### config.mk
export PLATFORM = sky130hd
export DESIGN_NAME = tone_period_decoder
export DESIGN_NICKNAME = d
export VERILOG_FILES = /design/src/rtl/tone_period_decoder.sv
export SDC_FILE = /design/constraint.sdc
export NUM_CORES = 1
export LEC_CHECK = 0
export ABC_AREA = 1
export CORE_MARGIN = 4
export CORE_UTILIZATION = 62
export DETAILED_ROUTE_END_ITERATION = 8
export PLACE_DENSITY = 0.84
export RECOVER_POWER = 50
export SLEW_MARGIN = 20
export SYNTH_ARGS = -nofsm -noshare
export SYNTH_HDL_FRONTEND = slang
export SYNTH_SLANG_ARGS = --single-unit
### constraint.sdc
create_clock -name clk -period 5.9 [get_ports clk]
set_clock_uncertainty 0.2 [all_clocks]
set_input_delay 1.18 -clock clk [delete_from_list [all_inputs] [get_ports clk]]
set_output_delay 1.18 -clock clk [all_outputs]
set_load 0.03 [all_outputs]
### src/rtl/tone_period_decoder.sv
// Measures the period of a square-wave tone in clk ticks, locks onto stable notes,
// and reports note start/end pulses plus the note duration in milliseconds.
module tone_period_decoder #(
  parameter int PERIOD_W   = 16,
  parameter int TOL        = 2,
  parameter int SILENCE_MS = 20
) (
  input  logic                clk,
  input  logic                rst_n,
  input  logic                tone_in,
  input  logic [15:0]         ticks_per_milli,
  output logic [PERIOD_W-1:0] period,
  output logic                locked,
  output logic                note_start,
  output logic                note_end,
  output logic [15:0]         dur_ms,
  output logic                silence
);
  typedef enum logic [1:0] {IDLE, ARMED, LOCKING, LOCKED} state_t;

  localparam int                  SIL_W   = $clog2(SILENCE_MS + 1);
  localparam logic [PERIOD_W-1:0] CNT_MAX = '1;
  localparam logic [PERIOD_W-1:0] CNT_ONE = PERIOD_W'(1);
  localparam logic [PERIOD_W:0]   MEAS_ONE = (PERIOD_W+1)'(1);
  localparam logic [PERIOD_W:0]   TOL_V   = (PERIOD_W+1)'(TOL);
  localparam logic [SIL_W-1:0]    SIL_LIM = SIL_W'(SILENCE_MS);
  localparam logic [SIL_W-1:0]    SIL_ONE = SIL_W'(1);

  state_t              state, state_nxt;
  logic                sync0, sync1, sync2;
  logic                rise, overflow, ms_tick, timeout;
  logic [PERIOD_W-1:0] cnt, cand, cand_nxt, period_nxt;
  logic [PERIOD_W:0]   meas, diff_cand, diff_period;
  logic [15:0]         pre, tpm_eff, dur_nxt;
  logic [SIL_W-1:0]    sil_cnt;
  logic                start_nxt, end_nxt;

  function automatic logic [PERIOD_W:0] abs_diff(input logic [PERIOD_W:0] a,
                                                  input logic [PERIOD_W:0] b);
    return (a >= b) ? (a - b) : (b - a);
  endfunction

  assign rise        = sync1 & ~sync2;
  assign overflow    = (cnt == CNT_MAX);
  assign meas        = {1'b0, cnt} + MEAS_ONE;
  assign diff_cand   = abs_diff(meas, {1'b0, cand});
  assign diff_period = abs_diff(meas, {1'b0, period});
  assign tpm_eff     = (ticks_per_milli == 16'd0) ? 16'd1 : ticks_per_milli;
  // >= rather than == so a mid-count shrink of ticks_per_milli wraps at once
  assign ms_tick     = (pre >= tpm_eff - 16'd1);
  assign timeout     = (sil_cnt == SIL_LIM) & ~rise;

  always_ff @(posedge clk) begin
    if (!rst_n) begin
      sync0      <= 1'b0;
      sync1      <= 1'b0;
      sync2      <= 1'b0;
      cnt        <= '0;
      pre        <= '0;
      sil_cnt    <= '0;
      state      <= IDLE;
      cand       <= '0;
      period     <= '0;
      locked     <= 1'b0;
      note_start <= 1'b0;
      note_end   <= 1'b0;
      dur_ms     <= '0;
      silence    <= 1'b1;
    end else begin
      sync0 <= tone_in;
      sync1 <= sync0;
      sync2 <= sync1;

      if (rise)           cnt <= '0;
      else if (!overflow) cnt <= cnt + CNT_ONE;

      if (ms_tick) pre <= '0;
      else         pre <= pre + 16'd1;

      if (rise)                               sil_cnt <= '0;
      else if (ms_tick && sil_cnt != SIL_LIM) sil_cnt <= sil_cnt + SIL_ONE;

      state      <= state_nxt;
      cand       <= cand_nxt;
      period     <= period_nxt;
      locked     <= (state_nxt == LOCKED);
      note_start <= start_nxt;
      note_end   <= end_nxt;
      dur_ms     <= dur_nxt;
      silence    <= (state_nxt == IDLE);
    end
  end

  always_comb begin
    state_nxt  = state;
    cand_nxt   = cand;
    period_nxt = period;
    start_nxt  = 1'b0;
    end_nxt    = 1'b0;
    dur_nxt    = dur_ms;

    if (state == LOCKED && ms_tick && dur_ms != 16'hFFFF) dur_nxt = dur_ms + 16'd1;

    // A rise always takes priority over a simultaneous silence timeout
    if (rise) begin
      case (state)
        IDLE: state_nxt = ARMED;
        ARMED: begin
          if (!overflow) begin
            cand_nxt  = meas[PERIOD_W-1:0];
            state_nxt = LOCKING;
          end
        end
        LOCKING: begin
          if (overflow) begin
            state_nxt = ARMED;
          end else if (diff_cand <= TOL_V) begin
            state_nxt  = LOCKED;
            period_nxt = meas[PERIOD_W-1:0];
            start_nxt  = 1'b1;
            dur_nxt    = '0;
          end else begin
            cand_nxt = meas[PERIOD_W-1:0];
          end
        end
        LOCKED: begin
          if (overflow) begin
            state_nxt = ARMED;
            end_nxt   = 1'b1;
          end else if (diff_period <= TOL_V) begin
            period_nxt = meas[PERIOD_W-1:0];
          end else begin
            state_nxt = LOCKING;
            cand_nxt  = meas[PERIOD_W-1:0];
            end_nxt   = 1'b1;
          end
        end
        default: state_nxt = IDLE;
      endcase
    end else if (timeout && state != IDLE) begin
      state_nxt = IDLE;
      if (state == LOCKED) end_nxt = 1'b1;
    end
  end
endmodule

==> flow_summary.toml, run 1 <==
[final_layout]
finish.utilization_pct = 70.7
seq_area_mm2 = 0.00188
layout-drive-gt1-share_pct = 6.37
antenna_cells = 0
layoutNonFillerInstCount = 1687
multiInputGateArea_mm2 = 0.00608
final_common_cell = "nand2_1"
nNetsFinal = 1611
most-common-layout-cells = "nand2_1, inv_1, nor2_1"
nFillCells = 1262
areaGrowthSynthToFinish_pct = 10.5

[die]
core_region_area_mm2 = 0.0140
die_w_um = 128
io_pins = 55
fp.dieArea_mm2 = 0.0164
start_util_pct = 64.0
rows = 43
die_h_um = 128

[routing]
ant_nets = 0
viasPerCell = 5.41
remaining_drc_errors = 0
routedWlPerCell_um = 13.4
vias = 9132
drt_wl_total_mm = 22.7
drt_iter0_markers = 642
dr.pass1.iters = 5

[synthesis]
syn-instance-count = 1460
ys_types = 45
synth.avg_cell_area_um2 = 6.13
synth_edf_count = 0
synthesis.area_mm2 = 0.00895
synth_seq_cells = 94
synth_fp_nets = 1569
synth_top_flop_cell = "dfxtp_1"
yosys_warnings = 0
synthArstFlopShare_pct = 0
yosysSeqAreaShare_pct = 21.0

[global_routing]
antenna_found_initial = 0
grt-ovfl-total = 0
grt_max_degree = 39
grt_pass1_vias = 8286
grt_pass1_wl_mm = 37.6
grt_use_total_pct = 27.5

[clock_tree]
htreeDepth = 3
clkTransAtPathRegs_ps = 80
clockRootBuffer = "clkbuf_16"
clockBufferDepth = 2
numCtsBuffers = 9
clock_latency_ps = 350
cts.sinks = 94
cts_tree = "done"

[place]
gp_congestion = 0.991
port_buffers = 54
dpl.hpwl_mm = 17.9
dp.cells = 1671
place_ws_ps = -125

[setup_path]
critPathKind = "reg -> reg"
crit_slowest_cell = "dfxtp_1"
critPathMaxFanout = 24
cp_data_required_time_ps = 5990
arrival_ps = 5450
crit_top_cell = "nand2_1"
cp_slowest_stage_delay_ps = 480
start_kind = "flip-flop"
crit_path_end_kind = "flip-flop"

[timing]
timing.final.setup_violations = 0
worst_pin_slew_ps = 699
fin_crit_sh_pct = 90.8
period_needed_ps = 5360
fmax_mhz = 187
relSlewSlack_pct = 53.4
drv_slew = 0
rsz0062_at_grt = "false"
setup_slack_ps = 541
final_hold_viol_count = 0

[run_status]
status = "finished clean"

[power]
leakagePower_nw = 5.43
vdd_drop_max_mv = 0.171
power_density_mw_per_mm2 = 185

[min_path]
min_path_type = "reg -> reg"

[flow_run]
cap_viol_max_count = 0
-- cell families (layout without fill, tap and decap cells) --
kind of cell,Yosys count,in the layout,synth area share (%)
simple gates,813,813,39.2
compound gates,161,161,9.87
xor+xnor,58,58,5.68
buf+inv,244,291,11.3
flops,94,94,21.0
fa+ha+maj,90,90,12.9
-- layout make-up --
class | instances | share of cell area (%)
Multi-Input combinational cell | 1122 | 61.5
Sequential cell | 94 | 19.0
Inverter | 211 | 8.01
Timing Repair Buffer | 64 | 6.19
Clock buffer | 9 | 2.28
Tap cell | 180 | 2.28
Clock inverter | 7 | 0.721
-- final timing paths --
path	startpoint	end	slack, ps	cells past startpoint
max	cnt[0]$_SDFFE_PP0P_	period[5]$_SDFFE_PN0P_	540	28
min	sync1$_SDFF_PN0_	sync2$_SDFF_PN0_	220	2
max reg2reg	cnt[0]$_SDFFE_PP0P_	period[5]$_SDFFE_PN0P_	540	28
min reg2reg	sync1$_SDFF_PN0_	sync2$_SDFF_PN0_	220	2
-- repair_timing --
item	4_1_cts	5_1_grt
hold buffers	0	0
setup endpoints to repair	0	10
gates resized for setup	0	6
setup buffers	0	0
-- power breakdown --
group / leakage, nW / switching [W] / internal (W)
clock network: 0.139 / 0.000286 / 0.000299
logic: 4.53 / 0.000392 / 0.000208
registers: 0.759 / 0.00000616 / 0.000641
total: 5.43 / 0.000684 / 0.00115
-- critical path: cells and delay by family, from the launching register on --
kind / cells / cell delay (ps)
simple gates: 20 / 2870
fa+ha+maj: 2 / 700
flops: 1 / 480
buf+inv: 4 / 450
xor+xnor: 1 / 300
compound gates: 1 / 290
-- stage by stage --
| step | hold WS [ps] | setup TNS [ps] | area, um^2 | power [W] |
|---|---|---|---|---|
| after floorplan | 190 | 0 | 8950 | 0.00113 |
| after global placement | 197 | 0 | 9570 | 0.00124 |
| after CTS | 221 | 0 | 9860 | 0.00183 |
| after global routing | 247 | 0 | 9890 | 0.00195 |
| after detailed placement | 219 | -125 | 9570 | 0.00125 |
| final | 220 | 0 | 9890 | 0.00183 |
-- sequential cells by signal, summed over array words and instances, names as in the netlist --
| register | cells |
|---|---|
| cand | 16 |
| cnt | 16 |
| dur_ms | 16 |
| locked | 1 |
| note_end | 1 |
| note_start | 1 |
| period | 16 |
| pre | 16 |
| sil_cnt | 5 |
| silence | 1 |
| state | 2 |
| sync0 | 1 |
| sync1 | 1 |
| sync2 | 1 |
-- per-layer routing --
| metal | global-route usage, % | part of all wire [%] |
|---|---|---|
| met1 | 35.6 | 45 |
| met5 | 0 | 0 |
| met4 | 9.61 | 2.4 |
| met3 | 4.13 | 5.8 |
| met2 | 46.7 | 47 |
-- Yosys cell counts (5+ instances only) --
| cell | number | area [um^2] |
|---|---|---|
| a21oi_1 | 94 | 470 |
| buf_4 | 10 | 75.1 |
| nor4_1 | 5 | 31.3 |
| nor3b_1 | 7 | 52.6 |
| nand4_1 | 24 | 150 |
| dfxtp_1 | 94 | 1880 |
| xor2_1 | 45 | 394 |
| nand3_1 | 83 | 415 |
| a21o_1 | 11 | 82.6 |
| inv_2 | 18 | 67.6 |
| nand3b_1 | 6 | 45.0 |
| nor2_1 | 183 | 687 |
| ha_1 | 86 | 1080 |
| xnor2_1 | 13 | 114 |
| o21ai_1 | 6 | 30.0 |
| nand2_1 | 438 | 1640 |
| nand2_2 | 18 | 113 |
| inv_1 | 193 | 724 |
| nor2_2 | 10 | 62.6 |
| o21bai_1 | 7 | 52.6 |
| nor3_1 | 18 | 90.1 |
| buf_2 | 13 | 65.1 |
| o21ai_0 | 32 | 160 |
Note: power is estimated with default switching activity, not from simulation.
==> run 2: changes to the inputs <==
==> constraint.sdc (replaced) <==
create_clock -name clk -period 5.9 [get_ports clk]
set_clock_uncertainty 0.2 [all_clocks]
set_input_delay 0.59 -clock clk [delete_from_list [all_inputs] [get_ports clk]]
set_output_delay 0.59 -clock clk [all_outputs]
set_load 0.03 [all_outputs]
==> flow_summary.toml, run 2 (same netlist as run 1, synthesis figures left out) <==
[setup_path]
critPathKind = "reg -> reg"
arrival_ps = 5390
cp_slowest_stage_delay_ps = 480
start_kind = "flip-flop"
crit_top_cell = "nand2_1"
cp_data_required_time_ps = 5990
crit_slowest_cell = "dfxtp_1"
critPathMaxFanout = 24
crit_path_end_kind = "flip-flop"

[final_layout]
seq_area_mm2 = 0.00188
nNetsFinal = 1610
layout-drive-gt1-share_pct = 5.78
final_common_cell = "nand2_1"
most-common-layout-cells = "nand2_1, inv_1, nor2_1"
multiInputGateArea_mm2 = 0.00603
nFillCells = 1273
layoutNonFillerInstCount = 1686
antenna_cells = 0
areaGrowthSynthToFinish_pct = 9.74

[min_path]
min_path_type = "reg -> reg"

[clock_tree]
ctsResizeCount = 0
numCtsBuffers = 9
post_cts_buffers = 0
cts_tree = "done"
clkTransAtPathRegs_ps = 70
clock_latency_ps = 360
htreeDepth = 3
clockBufferDepth = 2
holdBufCountCts = 0
clockRootBuffer = "clkbuf_16"
cts.sinks = 94

[global_routing]
grt_pass1_vias = 8436
grt_use_total_pct = 28.5
grt-ovfl-total = 0
grt_max_degree = 39
grt_pass1_wl_mm = 38.8
antenna_found_initial = 0

[place]
port_buffers = 54
dp.cells = 1670
dpl.hpwl_mm = 18.6
gp_congestion = 0.987

[routing]
drt_wl_total_mm = 23.2
remaining_drc_errors = 0
ant_nets = 0
viasPerCell = 5.39
dr.pass1.iters = 5
routedWlPerCell_um = 13.7
vias = 9090
drt_iter0_markers = 665

[timing]
final_hold_viol_count = 0
rsz0062_at_grt = "false"
drv_slew = 0
finalSetupTns_ps = 0
timing.final.setup_violations = 0
fin_crit_sh_pct = 89.8
worst_pin_slew_ps = 1320
relSlewSlack_pct = 11.4
fmax_mhz = 189
period_needed_ps = 5300

[die]
io_pins = 55
die_h_um = 128
start_util_pct = 64.0
rows = 43
fp.dieArea_mm2 = 0.0164
core_region_area_mm2 = 0.0140
die_w_um = 128

[power]
leakagePower_nw = 5.38
power_density_mw_per_mm2 = 186
vdd_drop_max_mv = 0.206
total_power_w = 0.00182

[run_status]
status = "finished clean"

[flow_run]
cap_viol_max_count = 0
run 2: cell types whose count changed in the layout (fill, tap and decap cells not counted), moves of 2 or more:
cell	previous run	this run
clkinvlp_4	2	0
nor3_1	16	18
nor3_2	3	1
nor2_1	183	185
run 2: final timing paths:
path	from	endpoint	slack, ps	cells after the start
setup / recovery	cnt[0]$_SDFFE_PP0P_	period[4]$_SDFFE_PN0P_	600	32
hold / removal	sync0$_SDFF_PN0_	sync1$_SDFF_PN0_	230	2
hold reg to reg	sync0$_SDFF_PN0_	sync1$_SDFF_PN0_	230	2
setup reg to reg	cnt[0]$_SDFFE_PP0P_	period[4]$_SDFFE_PN0P_	600	32
run 2: worst max-delay path, delay by kind of cell (launching register included):
kind / cells / cell delay, ps
AND/OR/NAND/NOR: 25 / 3330
XOR/XNOR: 1 / 330
flip-flops: 1 / 480
adder cells (fa/ha/maj): 1 / 290
buffers and inverters: 5 / 580
run 2: power by group:
part	switching, W	internal [W]	total, W	leakage (nW)
clock network	0.000275	0.000296	0.000571	0.145
logic	0.000397	0.000208	0.000605	4.48
registers	0.00000677	0.000641	0.000648	0.759
total	0.000679	0.00115	0.00182	5.38
run 2: cell type report:
cell class,instances,area share (%)
clock buffers,9,2.29
clock inverters,7,0.637
inverters,211,8.06
multi-input cells,1122,61.4
flip-flops and latches,94,19.2
well taps,180,2.29
repair buffers,63,6.19
run 2: per-layer routing:
metal | global-route usage (%) | wire length [um] | vias up
met4 | 9.55 | 573 | 0
met5 | 0 | 0 | -
met2 | 46.8 | 10700 | 288
li1 | - | - | 4669
met3 | 4.96 | 1360 | 46
met1 | 37.8 | 10500 | 4087
run 2: per-stage QoR:
step	util, %	setup WS, ps	area, um^2	hold WS, ps
5_1_grt	70.2	95.5	9820	265
4_1_cts	70.4	715	9850	238
2_1_floorplan	-	1680	8950	190
3_5_place_dp	68.3	351	9560	226
3_3_place_gp	68.3	493	9560	196
6_report	70.2	604	9820	234
